File: config.mk
export PLATFORM = sky130hd
export DESIGN_NAME = ps2_arrow_ctrl_flat
export DESIGN_NICKNAME = d
export VERILOG_FILES = /design/src/rtl/ps2_pkg.sv /design/src/rtl/ps2_arrow_ctrl_if.sv /design/src/rtl/ps2_rx.sv /design/src/rtl/ps2_arrow_ctrl.sv /design/src/flat_wrapper.sv
export SDC_FILE = /design/constraint.sdc
export NUM_CORES = 1
export LEC_CHECK = 0
export ABC_CLOCK_PERIOD_IN_PS = 3900
export CAP_MARGIN = 20
export CORE_MARGIN = 2
export CORE_UTILIZATION = 57
export DETAILED_ROUTE_END_ITERATION = 8
export PLACE_DENSITY = 0.83
export SLEW_MARGIN = 30
export SYNTH_ARGS = -nofsm -noshare
export SYNTH_HDL_FRONTEND = slang
export SYNTH_SLANG_ARGS = --single-unit
File: constraint.sdc
create_clock -name vga_clk -period 3.9 [get_ports vga_clk]
set_input_delay 0.78 -clock vga_clk [delete_from_list [all_inputs] [get_ports vga_clk]]
set_output_delay 0.78 -clock vga_clk [all_outputs]
set_load 0.005 [all_outputs]
File: src/rtl/ps2_pkg.sv
// Shared scan codes, receiver state encoding and defaults for the PS/2 arrow-key sprite controller.
package ps2_pkg;

  localparam logic [7:0] SC_EXT   = 8'hE0;
  localparam logic [7:0] SC_BRK   = 8'hF0;
  localparam logic [7:0] SC_UP    = 8'h75;
  localparam logic [7:0] SC_DOWN  = 8'h72;
  localparam logic [7:0] SC_LEFT  = 8'h6B;
  localparam logic [7:0] SC_RIGHT = 8'h74;

  localparam int RX_TIMEOUT_DEF = 25000;

  typedef enum logic [1:0] {
    RX_IDLE,
    RX_DATA,
    RX_PARITY,
    RX_STOP
  } rx_state_e;

  // One-hot position in the {up, down, left, right} direction vector; zero for non-arrow codes.
  function automatic logic [3:0] arrow_mask(input logic [7:0] code);
    case (code)
      SC_UP:    return 4'b1000;
      SC_DOWN:  return 4'b0100;
      SC_LEFT:  return 4'b0010;
      SC_RIGHT: return 4'b0001;
      default:  return 4'b0000;
    endcase
  endfunction

endpackage

File: src/rtl/ps2_arrow_ctrl_if.sv
// Signal bundle between the PS/2 arrow controller and its environment.
interface ps2_arrow_ctrl_if;
  logic       ps2_clk;
  logic       ps2_data;
  logic       frame_tick;
  logic [9:0] sq_pos_x;
  logic [9:0] sq_pos_y;
  logic [3:0] dir;
  logic       key_valid;
  logic [7:0] key_code;
  logic       key_break;
  logic       rx_err;

  modport master (
    output ps2_clk, ps2_data, frame_tick,
    input  sq_pos_x, sq_pos_y, dir, key_valid, key_code, key_break, rx_err
  );

  modport slave (
    input  ps2_clk, ps2_data, frame_tick,
    output sq_pos_x, sq_pos_y, dir, key_valid, key_code, key_break, rx_err
  );
endinterface

File: src/rtl/ps2_rx.sv
// PS/2 byte receiver: input synchronisers, start/data/parity/stop FSM and an inter-edge timeout.
module ps2_rx
  import ps2_pkg::*;
#(
  parameter int RX_TIMEOUT = RX_TIMEOUT_DEF
) (
  input  logic       clk,
  input  logic       reset_n,
  input  logic       ps2_clk,
  input  logic       ps2_data,
  output logic [7:0] rx_byte,
  output logic       rx_byte_vld,
  output logic       rx_err
);

  localparam int               TMO_W    = $clog2(RX_TIMEOUT + 1);
  localparam logic [TMO_W-1:0] TMO_LAST = TMO_W'(RX_TIMEOUT - 1);

  logic [1:0]       clk_sync_q, dat_sync_q;
  logic             clk_prev_q;
  rx_state_e        state_q, state_d;
  logic [2:0]       bit_cnt_q, bit_cnt_d;
  logic [7:0]       shift_q, shift_d;
  logic             par_ok_q, par_ok_d;
  logic [TMO_W-1:0] tmo_cnt_q, tmo_cnt_d;
  logic             fall, din, timeout;

  assign fall    = clk_prev_q & ~clk_sync_q[1];
  assign din     = dat_sync_q[1];
  assign timeout = (state_q != RX_IDLE) && !fall && (tmo_cnt_q == TMO_LAST);

  // Synchronisers reset to 1 so a released bus never looks like a falling edge.
  always_ff @(posedge clk or negedge reset_n) begin
    if (!reset_n) begin
      clk_sync_q <= 2'b11;
      dat_sync_q <= 2'b11;
      clk_prev_q <= 1'b1;
      state_q    <= RX_IDLE;
      bit_cnt_q  <= 3'd0;
      shift_q    <= 8'd0;
      par_ok_q   <= 1'b0;
      tmo_cnt_q  <= '0;
    end else begin
      clk_sync_q <= {clk_sync_q[0], ps2_clk};
      dat_sync_q <= {dat_sync_q[0], ps2_data};
      clk_prev_q <= clk_sync_q[1];
      state_q    <= state_d;
      bit_cnt_q  <= bit_cnt_d;
      shift_q    <= shift_d;
      par_ok_q   <= par_ok_d;
      tmo_cnt_q  <= tmo_cnt_d;
    end
  end

  always_comb begin
    state_d = state_q;
    case (state_q)
      RX_IDLE:   if (fall && !din) state_d = RX_DATA;
      RX_DATA:   if (fall && bit_cnt_q == 3'd7) state_d = RX_PARITY;
      RX_PARITY: if (fall) state_d = RX_STOP;
      RX_STOP:   if (fall) state_d = RX_IDLE;
      default:   state_d = RX_IDLE;
    endcase
    if (timeout) state_d = RX_IDLE;
  end

  always_comb begin
    shift_d   = shift_q;
    bit_cnt_d = bit_cnt_q;
    par_ok_d  = par_ok_q;
    tmo_cnt_d = (state_q == RX_IDLE || fall) ? '0 : tmo_cnt_q + 1'b1;
    if (state_q == RX_IDLE) bit_cnt_d = 3'd0;
    if (fall && state_q == RX_DATA) begin
      shift_d   = {din, shift_q[7:1]};
      bit_cnt_d = bit_cnt_q + 3'd1;
    end
    // Odd parity: data bits plus parity bit must hold an odd number of ones.
    if (fall && state_q == RX_PARITY) par_ok_d = ^{shift_q, din};
  end

  always_comb begin
    rx_byte_vld = 1'b0;
    rx_err      = timeout;
    if (state_q == RX_STOP && fall) begin
      if (din && par_ok_q) rx_byte_vld = 1'b1;
      else                 rx_err      = 1'b1;
    end
  end

  assign rx_byte = shift_q;

endmodule

File: src/rtl/ps2_arrow_ctrl.sv
// Arrow-key sprite controller: decodes extended PS/2 arrow make/break codes into held
// directions and moves a saturating sprite position by one pixel per video frame.
module ps2_arrow_ctrl
  import ps2_pkg::*;
#(
  parameter int H_PIXELS    = 640,
  parameter int V_PIXELS    = 480,
  parameter int SQUARE_SIZE = 10,
  parameter int INIT_X      = 320,
  parameter int INIT_Y      = 240,
  parameter int RX_TIMEOUT  = RX_TIMEOUT_DEF
) (
  input  logic            vga_clk,
  input  logic            reset_n,
  ps2_arrow_ctrl_if.slave bus
);

  localparam logic [9:0] X_MIN  = 10'(SQUARE_SIZE);
  localparam logic [9:0] X_MAX  = 10'(H_PIXELS - 1 - SQUARE_SIZE);
  localparam logic [9:0] Y_MIN  = 10'(SQUARE_SIZE);
  localparam logic [9:0] Y_MAX  = 10'(V_PIXELS - 1 - SQUARE_SIZE);
  localparam logic [9:0] X_INIT = 10'(INIT_X);
  localparam logic [9:0] Y_INIT = 10'(INIT_Y);

  logic [7:0] rx_byte;
  logic       rx_byte_vld, rx_err_p;

  ps2_rx #(.RX_TIMEOUT(RX_TIMEOUT)) u_rx (
    .clk         (vga_clk),
    .reset_n     (reset_n),
    .ps2_clk     (bus.ps2_clk),
    .ps2_data    (bus.ps2_data),
    .rx_byte     (rx_byte),
    .rx_byte_vld (rx_byte_vld),
    .rx_err      (rx_err_p)
  );

  logic       ext_q, ext_d, brk_q, brk_d;
  logic [3:0] dir_q, dir_d;
  logic       key_valid_q, key_valid_d, key_break_q, key_break_d;
  logic [7:0] key_code_q, key_code_d;
  logic       rx_err_q, rx_err_d;
  logic [9:0] x_q, x_d, y_q, y_d;
  logic [3:0] mask, opposite;

  assign mask     = arrow_mask(rx_byte);
  assign opposite = {mask[2], mask[3], mask[0], mask[1]};

  always_ff @(posedge vga_clk or negedge reset_n) begin
    if (!reset_n) begin
      ext_q       <= 1'b0;
      brk_q       <= 1'b0;
      dir_q       <= 4'b0000;
      key_valid_q <= 1'b0;
      key_code_q  <= 8'h00;
      key_break_q <= 1'b0;
      rx_err_q    <= 1'b0;
      x_q         <= X_INIT;
      y_q         <= Y_INIT;
    end else begin
      ext_q       <= ext_d;
      brk_q       <= brk_d;
      dir_q       <= dir_d;
      key_valid_q <= key_valid_d;
      key_code_q  <= key_code_d;
      key_break_q <= key_break_d;
      rx_err_q    <= rx_err_d;
      x_q         <= x_d;
      y_q         <= y_d;
    end
  end

  always_comb begin
    ext_d       = ext_q;
    brk_d       = brk_q;
    dir_d       = dir_q;
    key_valid_d = 1'b0;
    key_code_d  = key_code_q;
    key_break_d = key_break_q;
    rx_err_d    = rx_err_p;
    if (rx_byte_vld) begin
      if (rx_byte == SC_EXT) begin
        ext_d = 1'b1;
      end else if (rx_byte == SC_BRK) begin
        brk_d = 1'b1;
      end else begin
        ext_d = 1'b0;
        brk_d = 1'b0;
        if (ext_q && mask != 4'b0000) begin
          key_valid_d = 1'b1;
          key_code_d  = rx_byte;
          key_break_d = brk_q;
          dir_d       = brk_q ? (dir_q & ~mask) : ((dir_q & ~opposite) | mask);
        end
      end
    end
  end

  // Motion uses the registered dir, so a key event in the tick cycle only affects later frames.
  always_comb begin
    x_d = x_q;
    y_d = y_q;
    if (bus.frame_tick) begin
      if (dir_q[3] && y_q > Y_MIN)      y_d = y_q - 10'd1;
      else if (dir_q[2] && y_q < Y_MAX) y_d = y_q + 10'd1;
      if (dir_q[1] && x_q > X_MIN)      x_d = x_q - 10'd1;
      else if (dir_q[0] && x_q < X_MAX) x_d = x_q + 10'd1;
    end
  end

  assign bus.sq_pos_x  = x_q;
  assign bus.sq_pos_y  = y_q;
  assign bus.dir       = dir_q;
  assign bus.key_valid = key_valid_q;
  assign bus.key_code  = key_code_q;
  assign bus.key_break = key_break_q;
  assign bus.rx_err    = rx_err_q;

endmodule

File: src/flat_wrapper.sv
// flat-port wrapper written by rule: the top's interface ports become plain ports
module ps2_arrow_ctrl_flat import ps2_pkg::*;
#(
  parameter int H_PIXELS    = 640,
  parameter int V_PIXELS    = 480,
  parameter int SQUARE_SIZE = 10,
  parameter int INIT_X      = 320,
  parameter int INIT_Y      = 240,
  parameter int RX_TIMEOUT  = RX_TIMEOUT_DEF
)
  (vga_clk, reset_n, bus_ps2_clk, bus_ps2_data, bus_frame_tick, bus_sq_pos_x, bus_sq_pos_y, bus_dir, bus_key_valid, bus_key_code, bus_key_break, bus_rx_err);
  ps2_arrow_ctrl_if bus_i ();
  input  logic vga_clk;
  input  logic reset_n;
  input wire logic [$bits(bus_i.ps2_clk)-1:0] bus_ps2_clk;
  input wire logic [$bits(bus_i.ps2_data)-1:0] bus_ps2_data;
  input wire logic [$bits(bus_i.frame_tick)-1:0] bus_frame_tick;
  output wire logic [$bits(bus_i.sq_pos_x)-1:0] bus_sq_pos_x;
  output wire logic [$bits(bus_i.sq_pos_y)-1:0] bus_sq_pos_y;
  output wire logic [$bits(bus_i.dir)-1:0] bus_dir;
  output wire logic [$bits(bus_i.key_valid)-1:0] bus_key_valid;
  output wire logic [$bits(bus_i.key_code)-1:0] bus_key_code;
  output wire logic [$bits(bus_i.key_break)-1:0] bus_key_break;
  output wire logic [$bits(bus_i.rx_err)-1:0] bus_rx_err;
  assign bus_i.ps2_clk = bus_ps2_clk;
  assign bus_i.ps2_data = bus_ps2_data;
  assign bus_i.frame_tick = bus_frame_tick;
  assign bus_sq_pos_x = bus_i.sq_pos_x;
  assign bus_sq_pos_y = bus_i.sq_pos_y;
  assign bus_dir = bus_i.dir;
  assign bus_key_valid = bus_i.key_valid;
  assign bus_key_code = bus_i.key_code;
  assign bus_key_break = bus_i.key_break;
  assign bus_rx_err = bus_i.rx_err;
  ps2_arrow_ctrl #(.H_PIXELS(H_PIXELS), .V_PIXELS(V_PIXELS), .SQUARE_SIZE(SQUARE_SIZE), .INIT_X(INIT_X), .INIT_Y(INIT_Y), .RX_TIMEOUT(RX_TIMEOUT)) u_core (.vga_clk(vga_clk), .reset_n(reset_n), .bus(bus_i));
endmodule
Word-level counts from Yosys, hierarchy flattened
Index checks and enable logic that the tools add are counted.
{"block": "totals", "reg_bits": 71, "inputBits": 5, "output_inout_bits": 35, "word_cells": 107}
{"block": "classes", "n_addsub": 6, "magnitude_cmp": 4, "n_eq_ne": 16, "n_mux": 26, "bitwise_logic": 9, "n_reduce_logical": 29}
{"cell": "10-bit two-way mux", "count": 4}
{"cell": "8-bit by 7-bit == test with 1-bit output (second input constant)", "count": 4}
{"cell": "10-bit by 1-bit adder with 10-bit output (second input constant)", "count": 2}
{"cell": "10-bit by 4-bit greater-than comparator with 1-bit output (second input constant)", "count": 2}
{"cell": "10-bit by 1-bit subtractor with 10-bit output (second input constant)", "count": 2}
{"cell": "8-bit == test (second input constant)", "count": 2}
{"cell": "4-bit one-hot mux with 4 select lines", "count": 1}
{"cell": "15-bit by 1-bit adder with 15-bit output (second input constant)", "count": 1}
{"cell": "15-bit == test (second input constant)", "count": 1}
{"cell": "15-bit two-way mux", "count": 1}
{"cell": "1-bit logical AND", "count": 13}
{"cell": "3-bit inequality test (second input constant)", "count": 4}
{"cell": "1-bit two-way mux", "count": 11}
{"cell": "10-bit less-than comparator (second input constant)", "count": 1}
{"cell": "10-bit by 9-bit less-than comparator with 1-bit output (second input constant)", "count": 1}
{"cell": "2-bit two-way mux", "count": 5}
{"cell": "9-bit parity", "count": 1}
{"cell": "4-bit bitwise AND", "count": 2}
{"cell": "4-bit NOT", "count": 2}
{"cell": "2-bit one-hot mux with 4 select lines", "count": 1}
{"cell": "2-bit AND reduction", "count": 4}
{"cell": "4-bit AND reduction", "count": 2}
{"cell": "2-bit nonzero test", "count": 4}
{"cell": "3-bit two-way mux", "count": 2}
{"cell": "13 further kinds", "count": 17}

Longest topological paths before layout
{"block": "logic_depth", "depth_word": 8, "mapped_depth": 12, "depth_no_buf": 12}

Cells and area by module
A second synthesis with hierarchy kept.
{"block": "unflattened", "cells_unflattened": 398, "hier_area_um2": 3938.8}
{"mod": "ps2_arrow_ctrl", "instances": 1, "cells_per_inst": 250, "area_each_um2": 2297.2, "seq_area_each_um2": 933.4}
{"mod": "ps2_rx", "instances": 1, "cells_per_inst": 148, "area_each_um2": 1641.6, "seq_area_each_um2": 857.1}

Worst setup path after synthesis
Ideal clock, no wire load.
{"block": "synth_path", "path_type": "register to register", "start": "register u_core.x_q[7] (netlist: u_core.bus.sq_pos_x[7])", "end": "register u_core.x_q[8] (netlist: u_core.bus.sq_pos_x[8])", "setup_ns": 0.105, "t_arrival_ns": 3.228, "required_time_ns": 3.795, "path_slack_ns": 0.566, "path_stages_with_launch": 10, "n_path_buf": 0, "period_less_slack_ns": 3.334, "cell_sequence": "dfrtp_1 or4_1 o41a_1 fa_1 a21o_1 a21oi_1 o21bai_1 a2111o_1 and3_1 o41ai_1"}
{"block": "synth_between", "elab_chain_len": 4, "word_cells_on_any_way": 10, "classes_between": "add/sub: 2; order compare: 2; mux: 2; reduce/logical: 4"}
{"item": "from (decl)", "line": "ps2_arrow_ctrl.sv:43", "text": "logic [9:0] x_q, x_d, y_q, y_d;"}
{"item": "from (signal assigned)", "line": "ps2_arrow_ctrl.sv:58", "text": "x_q <= X_INIT;"}
{"item": "from (signal assigned)", "line": "ps2_arrow_ctrl.sv:68", "text": "x_q <= x_d;"}
{"item": "10-bit less-than comparator / 10-bit by 4-bit greater-than comparator with 1-bit output (equally long branches)", "line": "ps2_arrow_ctrl.sv:107, ps2_arrow_ctrl.sv:106"}
{"item": "1-bit logical AND, on equally long branches", "line": "ps2_arrow_ctrl.sv:107, ps2_arrow_ctrl.sv:106"}
{"item": "2-bit nonzero test (no source line)"}
{"item": "2-bit AND reduction (no source line)"}
Parallel ways exist; a longest one is shown, timed or not. The select of a mux whose other input is x is not followed.
A chain may end at the register's enable or synchronous reset.

Worst setup path after layout
Same ends and word-level chain as after synthesis.

==> metrics.txt <==
status finished, final reports clean; gr ovfl total 0; core box area 6760 um^2; final slew viol count 0; Die Y 87.2 um; final non-filler cell area 4620 um^2; Reg area 1790 um^2; GRT Resource Usage Total 21.4%; switching share of power 28.2%; RSZ-0062 raised after global routing no; TritonCTS Buffers 9; Synth Area per Inst roughly 10 um^2; Slew HR 53.9%; Sw Pwr 0.546 mW; dominant synthesized flop cell dfrtp_1; setup ws final ~0.29 ns; Port Buf Inserts 39; via count 2942; Synth-to-Final Area Change 17.0%; first-pass GRT wire length 12900 um; Crit path required time 4.13 ns; Cell Int Power 1.39 mW; Antenna Violating Nets Remaining 0; Yosys reg bits a little over 70; dpl ws 0.310 ns; largest fanout on the critical path 13; Pleak 2.09 nW; WL final 7310 um; Crit Path Category flop to flop; Max Cap Violations 0; 1st-iter DRT viols 132; PD cells 419 nW/um^2; die width 87.2 um; ys async rst share 100%; Setup Viol. Count Final 0; Nets between 400 and 500; gp weighted congestion roughly 0.97; combinational share of power between 10% and 20%; Hold Fails Final Rpt 0; Max H-tree Level 3; drt first pass iters 5; worst-path cell chain or4_1 > o41a_1 > fa_1 > a21o_1 > a21oi_1 > o21bai_1 > a2111o_1 > and3_1 > o41ai_1; Initial Util 58.5%; Yosys cell types 57; slowest stage delay, CP 0.59 ns; clock root cell clkbuf_8; Synth warnings 0; initial antenna violation count 0; setup_tns 0 ns; fillers 499; Post-CTS Setup Bufs 0; worst skew pair latency ~0.34 ns; WL/cell 14.4 um; Post-DP Area 4390 um^2; DRC 0; routed vias/inst 5.78; largest net degree at the start of global routing 72; Mapped Area 3950 um^2; clock network power share about 34%; Sink Count 71; ANT cells 0; cts hold-fix bufs 0; Hold Path Class flop to flop; Syn Nets just over 400; Final Cycle Share 92.4%; die area ~7600 um^2; vias in the first global route between 2000 and 3000; CTS tree built; area of the multi-input gates ~2000 um^2; min cycle time layout 3.61 ns; highest clock rate 277 MHz; EDFF count, synth 0; Worst-path clk slew 0.07 ns; Clock Skews around 0.0093 ns; Syn Inst Count 382; I/O pin count 40; clock buffer depth 2; CP endpoint kind flop; Flop pwr share 46.7%; Worst path slowest cell o41a_1; final core utilization 68.4%; Overall Power 1.94 mW; row cnt 30; worst slew pin tran 0.685 ns; CP Buf/Inv Count 0; critical path's top delay family compound AO/OA/AOI/OAI gates; Resized Gates After CTS 0; DP Wirelength 5230 um; CP arrival 3.84 ns; sequential-to-total area share from yosys stat 45.3%; share of cells above drive strength 1 between 10 and 15%; peak supply drop ~0.00051 V; crit start category flop
[path summary, 6_finish.rpt]
| check | cells after the start | start | slack [ns] | end |
|---|---|---|---|---|
| max reg2reg | 9 | u_core.bus.sq_pos_x[7] | 0.29 | u_core.bus.sq_pos_x[8] |
| max | 9 | u_core.bus.sq_pos_x[7] | 0.29 | u_core.bus.sq_pos_x[8] |
| min in group asynchronous | 2 | reset_n | 0.53 | u_core.bus.sq_pos_x[3] |
| min reg2reg | 0 | u_core.u_rx.clk_sync_q[0] | 0.36 | u_core.u_rx.clk_sync_q[1] |
| min | 0 | u_core.u_rx.clk_sync_q[0] | 0.36 | u_core.u_rx.clk_sync_q[1] |
| max in group asynchronous | 2 | reset_n | 2.91 | u_core.u_rx.rx_byte[7] |
[final cells by class]
| cell class | instances | area share (%) |
|---|---|---|
| tap | 80 | 2.17 |
| clock buffer | 13 | 3.44 |
| multi-input combinational | 287 | 44.5 |
| inverter | 15 | 1.22 |
| timing repair buffer | 40 | 8.58 |
| sequential | 71 | 38.7 |
| clock inverter | 3 | 1.41 |
[sequential cells by signal (all words and copies together), names as in the netlist, 2 cells and up]
| register | cells |
|---|---|
| u_core.u_rx.clk_sync_q | 2 |
| u_core.u_rx.tmo_cnt_q | 15 |
| u_core.bus.sq_pos_x | 10 |
| u_core.bus.dir | 4 |
| u_core.u_rx.dat_sync_q | 2 |
| u_core.u_rx.state_q | 2 |
| u_core.bus.sq_pos_y | 10 |
| u_core.bus.key_code | 8 |
| u_core.u_rx.bit_cnt_q | 3 |
| u_core.u_rx.rx_byte | 8 |
[per-layer routing]
metal	vias to the layer above	share of wire [%]	global-route usage, %
met5	-	0	0
met4	0	1.9	8.95
met3	13	3.7	3.41
met2	62	49	35.1
met1	1423	45	28.3
li1	1444	-	-
[Yosys cell counts, drive strengths merged, types with 7 or more instances]
library cell	number	area [um^2]
dfrtp	60	1500
nor2	38	143
nand2	28	105
mux2	27	323
o21ai	25	129
ha	23	288
xnor2	21	184
a21oi	20	100
inv	15	56.3
nand3	12	60.1
dfstp	11	289
xor2	11	96.3
nand3b	7	52.6
[power groups by stage]
stage / sequential [mW] / clock [mW] / combinational [mW]
4_1_cts: 0.903 / 0.668 / 0.384
2_1_floorplan: 0.880 / 0 / 0.326
6_report: 0.904 / 0.653 / 0.380
3_5_place_dp: 0.917 / 0 / 0.381
5_1_grt: 0.918 / 0.697 / 0.434
3_3_place_gp: 0.912 / 0 / 0.364
[metrics by stage]
stage	std cells	hold slack, ns
3_3_place_gp	493	0.347
2_1_floorplan	382	0.345
4_1_cts	509	0.357
3_5_place_dp	493	0.347
5_1_grt	509	0.361
6_report	509	0.357
[cells in the final DEF, fill, tap and decap left out, types with 4 or more instances in the layout]
cell	instances
a21o_1	4
dfrtp_1	60
dfstp_2	11
nand3b_1	7
a211oi_1	4
clkbuf_8	11
clkdlybuf4s50_1	38
nor4_1	6
nand2_1	28
or3_1	6
mux2_4	5
nor2_1	38
nor3_1	5
inv_1	15
a21oi_1	20
nand3_1	12
mux2_2	22
ha_1	23
xnor2_1	21
o21a_1	5
xor2_1	11
o21ai_0	24
[logic make-up after synthesis]
family                   share of synthesized area (%)
AO/OA/AOI/OAI                                     12.4
AND/OR/NAND/NOR                                   15.8
adder cells (fa/ha/maj)                           8.30
buffers and inverters                             2.66
flip-flops                                        45.3
XOR/XNOR                                          7.10
multiplexers                                      8.43
[worst reg2reg max path: cells and delay by family, from the launching register on]
kind | cells | cell delay, ns
AO/OA/AOI/OAI | 6 | 1.84
AND/OR/NAND/NOR | 2 | 0.72
adder cells (fa/ha/maj) | 1 | 0.49
flip-flops | 1 | 0.44
(Power assumes the default switching activity.)
